==> src/rtl/spi_slave_stream.sv <==
// spi_slave_stream: full-duplex SPI slave, oversampled in the clk domain.
// Received words leave as single-cycle pulses. Outgoing words come from a
// one-word buffer that fabric fills through a valid/ready handshake.
module spi_slave_stream #(
  parameter int DATA_W = 8,
  parameter bit CPOL   = 1'b0,
  parameter bit CPHA   = 1'b0
) (
  input  logic              clk,
  input  logic              rst_n,
  input  logic              spi_sck,
  input  logic              spi_mosi,
  input  logic              spi_cs,
  output logic              spi_miso,
  output logic [DATA_W-1:0] rx_data,
  output logic              rx_valid,
  input  logic [DATA_W-1:0] tx_data,
  input  logic              tx_valid,
  output logic              tx_ready,
  output logic              tx_underrun,
  output logic              busy
);

  localparam int CNT_W = (DATA_W > 2) ? $clog2(DATA_W) : 1;
  localparam logic [CNT_W-1:0] CNT_LAST = CNT_W'(DATA_W - 1);
  localparam logic [CNT_W-1:0] CNT_ONE  = CNT_W'(1);

  logic              sck_meta_r, sck_sync_r, sck_prev_r;
  logic              mosi_meta_r, mosi_sync_r;
  logic              cs_meta_r, cs_act_r, cs_act_prev_r;
  logic [CNT_W-1:0]  cnt_r;
  logic [DATA_W-1:0] rx_shift_r;
  logic [DATA_W-1:0] rx_data_r;
  logic              rx_valid_r;
  logic [DATA_W-1:0] buf_r;
  logic              full_r;
  logic [DATA_W-1:0] tx_word_r;
  logic              miso_r;
  logic              underrun_r;

  logic              rise_s, fall_s, lead_s, trail_s;
  logic              sample_s, shift_s, load_s, write_s, cs_rise_s;
  logic [DATA_W-1:0] rx_next_s;
  logic [DATA_W-1:0] tx_shl_s;

  // Two-stage synchronisers for all pins, plus an edge-history stage on SCK.
  // Idle levels are the reset values so no false edge appears after reset.
  always_ff @(posedge clk or negedge rst_n) begin
    if (!rst_n) begin
      sck_meta_r    <= CPOL;
      sck_sync_r    <= CPOL;
      sck_prev_r    <= CPOL;
      mosi_meta_r   <= 1'b0;
      mosi_sync_r   <= 1'b0;
      cs_meta_r     <= 1'b1;
      cs_act_r      <= 1'b0;
      cs_act_prev_r <= 1'b0;
    end else begin
      sck_meta_r    <= spi_sck;
      sck_sync_r    <= sck_meta_r;
      sck_prev_r    <= sck_sync_r;
      mosi_meta_r   <= spi_mosi;
      mosi_sync_r   <= mosi_meta_r;
      cs_meta_r     <= spi_cs;
      cs_act_r      <= ~cs_meta_r;
      cs_act_prev_r <= cs_act_r;
    end
  end

  assign rise_s    = sck_sync_r & ~sck_prev_r & cs_act_r;
  assign fall_s    = ~sck_sync_r & sck_prev_r & cs_act_r;
  assign cs_rise_s = cs_act_r & ~cs_act_prev_r;
  assign write_s   = tx_valid & ~full_r;
  assign rx_next_s = {rx_shift_r[DATA_W-2:0], mosi_sync_r};
  assign tx_shl_s  = tx_word_r << cnt_r;

  // Map raw SCK edges onto sample/shift strobes for the selected mode and
  // decide when the next transmit word is taken from the buffer.
  always_comb begin
    lead_s   = rise_s;
    trail_s  = fall_s;
    sample_s = 1'b0;
    shift_s  = 1'b0;
    load_s   = 1'b0;
    if (CPOL) begin
      lead_s  = fall_s;
      trail_s = rise_s;
    end else begin
      lead_s  = rise_s;
      trail_s = fall_s;
    end
    if (CPHA) begin
      sample_s = trail_s;
      shift_s  = lead_s;
      load_s   = lead_s && (cnt_r == '0);
    end else begin
      sample_s = lead_s;
      shift_s  = trail_s;
      load_s   = cs_rise_s || (trail_s && (cnt_r == '0));
    end
  end

  // Receive shifter and bit counter; a deselect discards any partial word.
  always_ff @(posedge clk or negedge rst_n) begin
    if (!rst_n) begin
      cnt_r      <= '0;
      rx_shift_r <= '0;
      rx_data_r  <= '0;
      rx_valid_r <= 1'b0;
    end else begin
      rx_valid_r <= 1'b0;
      if (!cs_act_r) begin
        cnt_r      <= '0;
        rx_shift_r <= '0;
      end else if (sample_s) begin
        rx_shift_r <= rx_next_s;
        if (cnt_r == CNT_LAST) begin
          cnt_r      <= '0;
          rx_data_r  <= rx_next_s;
          rx_valid_r <= 1'b1;
        end else begin
          cnt_r <= cnt_r + CNT_ONE;
        end
      end else begin
        cnt_r <= cnt_r;
      end
    end
  end

  // One-word TX buffer. A write in the same cycle as a load wins the flag,
  // because a write only happens when the buffer is empty and the load
  // therefore already underran.
  always_ff @(posedge clk or negedge rst_n) begin
    if (!rst_n) begin
      buf_r  <= '0;
      full_r <= 1'b0;
    end else if (write_s) begin
      buf_r  <= tx_data;
      full_r <= 1'b1;
    end else if (load_s) begin
      full_r <= 1'b0;
    end else begin
      full_r <= full_r;
    end
  end

  // Transmit word register and registered MISO; zero while deselected.
  always_ff @(posedge clk or negedge rst_n) begin
    if (!rst_n) begin
      tx_word_r  <= '0;
      miso_r     <= 1'b0;
      underrun_r <= 1'b0;
    end else begin
      underrun_r <= 1'b0;
      if (!cs_act_r) begin
        tx_word_r <= '0;
        miso_r    <= 1'b0;
      end else if (load_s) begin
        if (full_r) begin
          tx_word_r <= buf_r;
          miso_r    <= buf_r[DATA_W-1];
        end else begin
          tx_word_r  <= '0;
          miso_r     <= 1'b0;
          underrun_r <= 1'b1;
        end
      end else if (shift_s) begin
        miso_r <= tx_shl_s[DATA_W-1];
      end else begin
        miso_r <= miso_r;
      end
    end
  end

  assign spi_miso    = miso_r;
  assign rx_data     = rx_data_r;
  assign rx_valid    = rx_valid_r;
  assign tx_ready    = ~full_r;
  assign tx_underrun = underrun_r;
  assign busy        = cs_act_r;

endmodule

==> config.mk <==
export PLATFORM = sky130hd
export DESIGN_NAME = spi_slave_stream
export DESIGN_NICKNAME = d
export VERILOG_FILES = /design/src/rtl/spi_slave_stream.sv
export SDC_FILE = /design/constraint.sdc
export NUM_CORES = 1
export LEC_CHECK = 0
export CORE_MARGIN = 2
export CORE_UTILIZATION = 52
export CTS_CLUSTER_DIAMETER = 40
export DETAILED_ROUTE_END_ITERATION = 8
export PLACE_DENSITY = 0.8
export SYNTH_ARGS = -nofsm -noshare
export SYNTH_HDL_FRONTEND = slang
export SYNTH_SLANG_ARGS = --single-unit
==> constraint.sdc <==
create_clock -name clk -period 2.12 [get_ports clk]
set_input_delay 0.424 -clock clk [delete_from_list [all_inputs] [get_ports clk]]
set_output_delay 0.424 -clock clk [all_outputs]
set_load 0.01 [all_outputs]
==> flow_metrics.py, run 1 <==
metrics = {
    "sta": {
        "final-setup-viol-count": 0,
        "fin_skew_ns": 0.00480,
        "hold_viol_final": 0,
        "tightest_slew_ns": 0.433,
        "drv_slew": 0,
        "finalSetupTns_ns": 0,
        "worst_slew_margin_rel_pct": 71.2,
        "fin_crit_ns": 1.80,
        "fmax_mhz": 554,
        "rsz0062_at_grt": "no",
        "holdWs_ns": 0.368,
        "period_share_pct": 85.1,
    },
    "synth": {
        "ys_warn_count": 0,
        "syn_inst": 137,
        "ys_ff_latch": 46,
        "synth_area_per_cell_um2": 13.2,
        "syn_nets": 154,
        "synthesis.area_um2": 1810,
        "yosys.cell_types.count": 28,
        "ys_seq_area_share_pct": 63.5,
    },
    "critical_path": {
        "r2r_start": "cnt_r[0]",
        "max_stage_delay_ns": 0.53,
        "critical_path_cell_count": 2,
        "r2r_cells": 6,
        "start_kind": "register",
        "critPathArrivalTime_ns": 1.38,
        "cp_slowest_cell": "clkdlybuf4s50_1",
        "critical_path.endpoint_type": "output port",
        "crit_buf_inv": 2,
        "cp_max_fo": 4,
        "r2r_slack_ns": 0.40,
        "setup.worst_path.class": "register to output port",
        "critical-path-top-delay-family": "buffers and inverters",
        "crit_chain": "inv_1, clkdlybuf4s50_1",
        "critical_path_required_ns": 1.70,
        "crit_start": "full_r",
    },
    "drt": {
        "drtIter0Drc": 54,
        "routed_wirelength_um": 2910,
        "wl_met1_um": 1360,
        "route.detailed.drc": 0,
        "vias_per_cell": 5.23,
        "wl_met3_um": 118,
        "dr_wl_met2_um": 1380,
        "drtPass1Iterations": 4,
        "dr_total_vias": 1141,
        "post_drt_wl_per_cell_um": 13.4,
        "routed.top_layer": "met4",
        "ant_nets": 0,
    },
    "power_and_ir_drop": {
        "p_clk_share_pct": 28.5,
        "combPwrFrac_pct": 11.4,
        "ir_drop_mv": 0.438,
        "p_seq_share_pct": 60.1,
        "p_int_uw": 1300,
        "cellPowerDensity_nw_per_um2": 755,
        "p_leak_uw": 0.00102,
        "switching_share_pct": 22.5,
        "switching_power_uw": 378,
    },
    "global_routing": {
        "track_usage_pct": 17.6,
        "grt_pass1_wl_um": 5310,
        "grt_max_degree": 21,
        "first_global_vias": 1213,
        "antenna_found_initial": 0,
        "gr-total-overflow": 0,
    },
    "clock_tree": {
        "hold_buffers": 1,
        "cts_tree": "done",
        "cts_repair_resize_count": 0,
        "cts_sinks": 46,
        "clk_latency_ns": 0.35,
        "clkTransAtPathRegs_ns": 0.12,
        "htreeDepth": 2,
        "post_cts_buffers": 0,
        "cts_buffers": 5,
        "cts_buffer_depth": 2,
        "cts_root_buffer": "clkbuf_4",
    },
    "placed_design": {
        "portBuffers": 26,
        "gp_congestion": 0.779,
        "hpwlAfterDp_um": 2070,
        "numPlacedInstances": 209,
    },
    "finish": {
        "final_cell_mix": "dfrtp_1 (45), clkdlybuf4s50_1 (25), nand2_1 (23), mux2_2 (17), a21boi_0 (9)",
        "fin_nets": 188,
        "nFillCells": 268,
        "final_common_cell": "dfrtp_1",
        "syn_to_final_growth_pct": 22.6,
        "drive_gt1_share_pct": 20.3,
        "final_cell_count_no_fill": 218,
        "antenna_cells": 0,
    },
    "die": {
        "die_h_um": 63.1,
        "start_util_pct": 54.4,
        "die_w_um": 63.1,
        "num_rows": 21,
        "die_area_um2": 3980,
        "core-area_um2": 3340,
        "num_io_pins": 27,
    },
    "hold_path": {
        "min_from": "sck_meta_r",
        "min_path_type": "register to register",
        "hold_depth": 0,
    },
    "status": {
        "outcome": "complete, no violations",
    },
    "flow_run": {
        "drv_cap": 0,
    },
}
-- layout make-up --
| cell class | instances | area, µm² | area share (%) |
|---|---|---|---|
| Tap cell | 46 | 57.6 | 2.59 |
| Timing Repair Buffer | 32 | 303 | 13.6 |
| Inverter | 5 | 18.8 | 0.844 |
| Multi-Input combinational cell | 81 | 614 | 27.6 |
| Sequential cell | 46 | 1150 | 51.8 |
| Clock buffer | 8 | 78.8 | 3.54 |
-- path summary, 6_finish.rpt --
kind | endpoint
setup / recovery | tx_ready
min in group asynchronous | full_r
hold / removal | sck_sync_r
hold reg to reg | sck_sync_r
max in group asynchronous | rx_shift_r[0]
setup reg to reg | spi_miso
-- logic make-up (layout without fill, tap and decap cells) --
| logic type | Yosys count | in the layout | share of synthesized area, % |
|---|---|---|---|
| buffers and inverters | 10 | 45 | 2.62 |
| adder cells (fa/ha/maj) | 3 | 3 | 2.07 |
| multiplexers | 19 | 19 | 12.3 |
| AO/OA/AOI/OAI | 21 | 21 | 9.38 |
| AND/OR/NAND/NOR | 38 | 38 | 10.1 |
| flip-flops | 46 | 46 | 63.5 |
-- per-stage QoR --
step                      utilization (%)  setup WS, ns  area [µm²]  power, µW
after floorplan                         -         0.648        1810       1130
after global placement               64.0         0.447        2140       1210
after detailed placement             64.0         0.410        2140       1220
after CTS                            66.7         0.289        2220       1700
after global routing                 66.7         0.207        2220       1760
final                                66.7         0.316        2220       1680
-- sequential cells by signal, indices dropped and copies added, names as in the netlist, 3 cells and up --
register    count
rx_data         8
cnt_r           3
buf_r           8
rx_shift_r      7
tx_word_r       8
-- power by group through the flow --
stage	Sequential (µW)	Clock [µW]	Combinational (µW)
final	1010	479	192
after global routing	1020	532	213
after CTS	1010	498	195
after detailed placement	1030	0	194
after global placement	1020	0	186
after floorplan	1010	0	115
-- cell usage after synthesis, drive strengths merged --
library cell | n | area (µm²)
dfrtp | 45 | 1130
nand2 | 23 | 86.3
mux2 | 17 | 191
a21boi | 9 | 67.6
a22o | 7 | 61.3
inv | 5 | 18.8
buf | 3 | 21.3
ha | 3 | 37.5
nor2 | 3 | 11.3
and2b | 2 | 15.0
and3 | 2 | 12.5
clkbuf | 2 | 7.51
nand3 | 2 | 15.0
nor2b | 2 | 12.5
a21oi | 1 | 8.76
a2bb2oi | 1 | 8.76
dfstp | 1 | 26.3
mux2i | 1 | 10.0
mux4 | 1 | 22.5
nand2b | 1 | 6.26
nand3b | 1 | 7.51
nand4bb | 1 | 11.3
nor3 | 1 | 5.00
o2111ai | 1 | 8.76
o211ai | 1 | 7.51
o21a | 1 | 7.51
-- per-layer routing --
layer,global-route usage [%],vias to the layer above
li1,-,538
met1,21.4,576
met2,27.9,22
met3,5.36,5
met4,9.72,0
met5,0,-
Power figures use the tool's default switching activity.
==> run 2, diff against run 1 <==
CTS_CLUSTER_DIAMETER = default   (was 40)
==> results of run 2 <==
Final layout, timing and power as in run 1 (identical DEF).
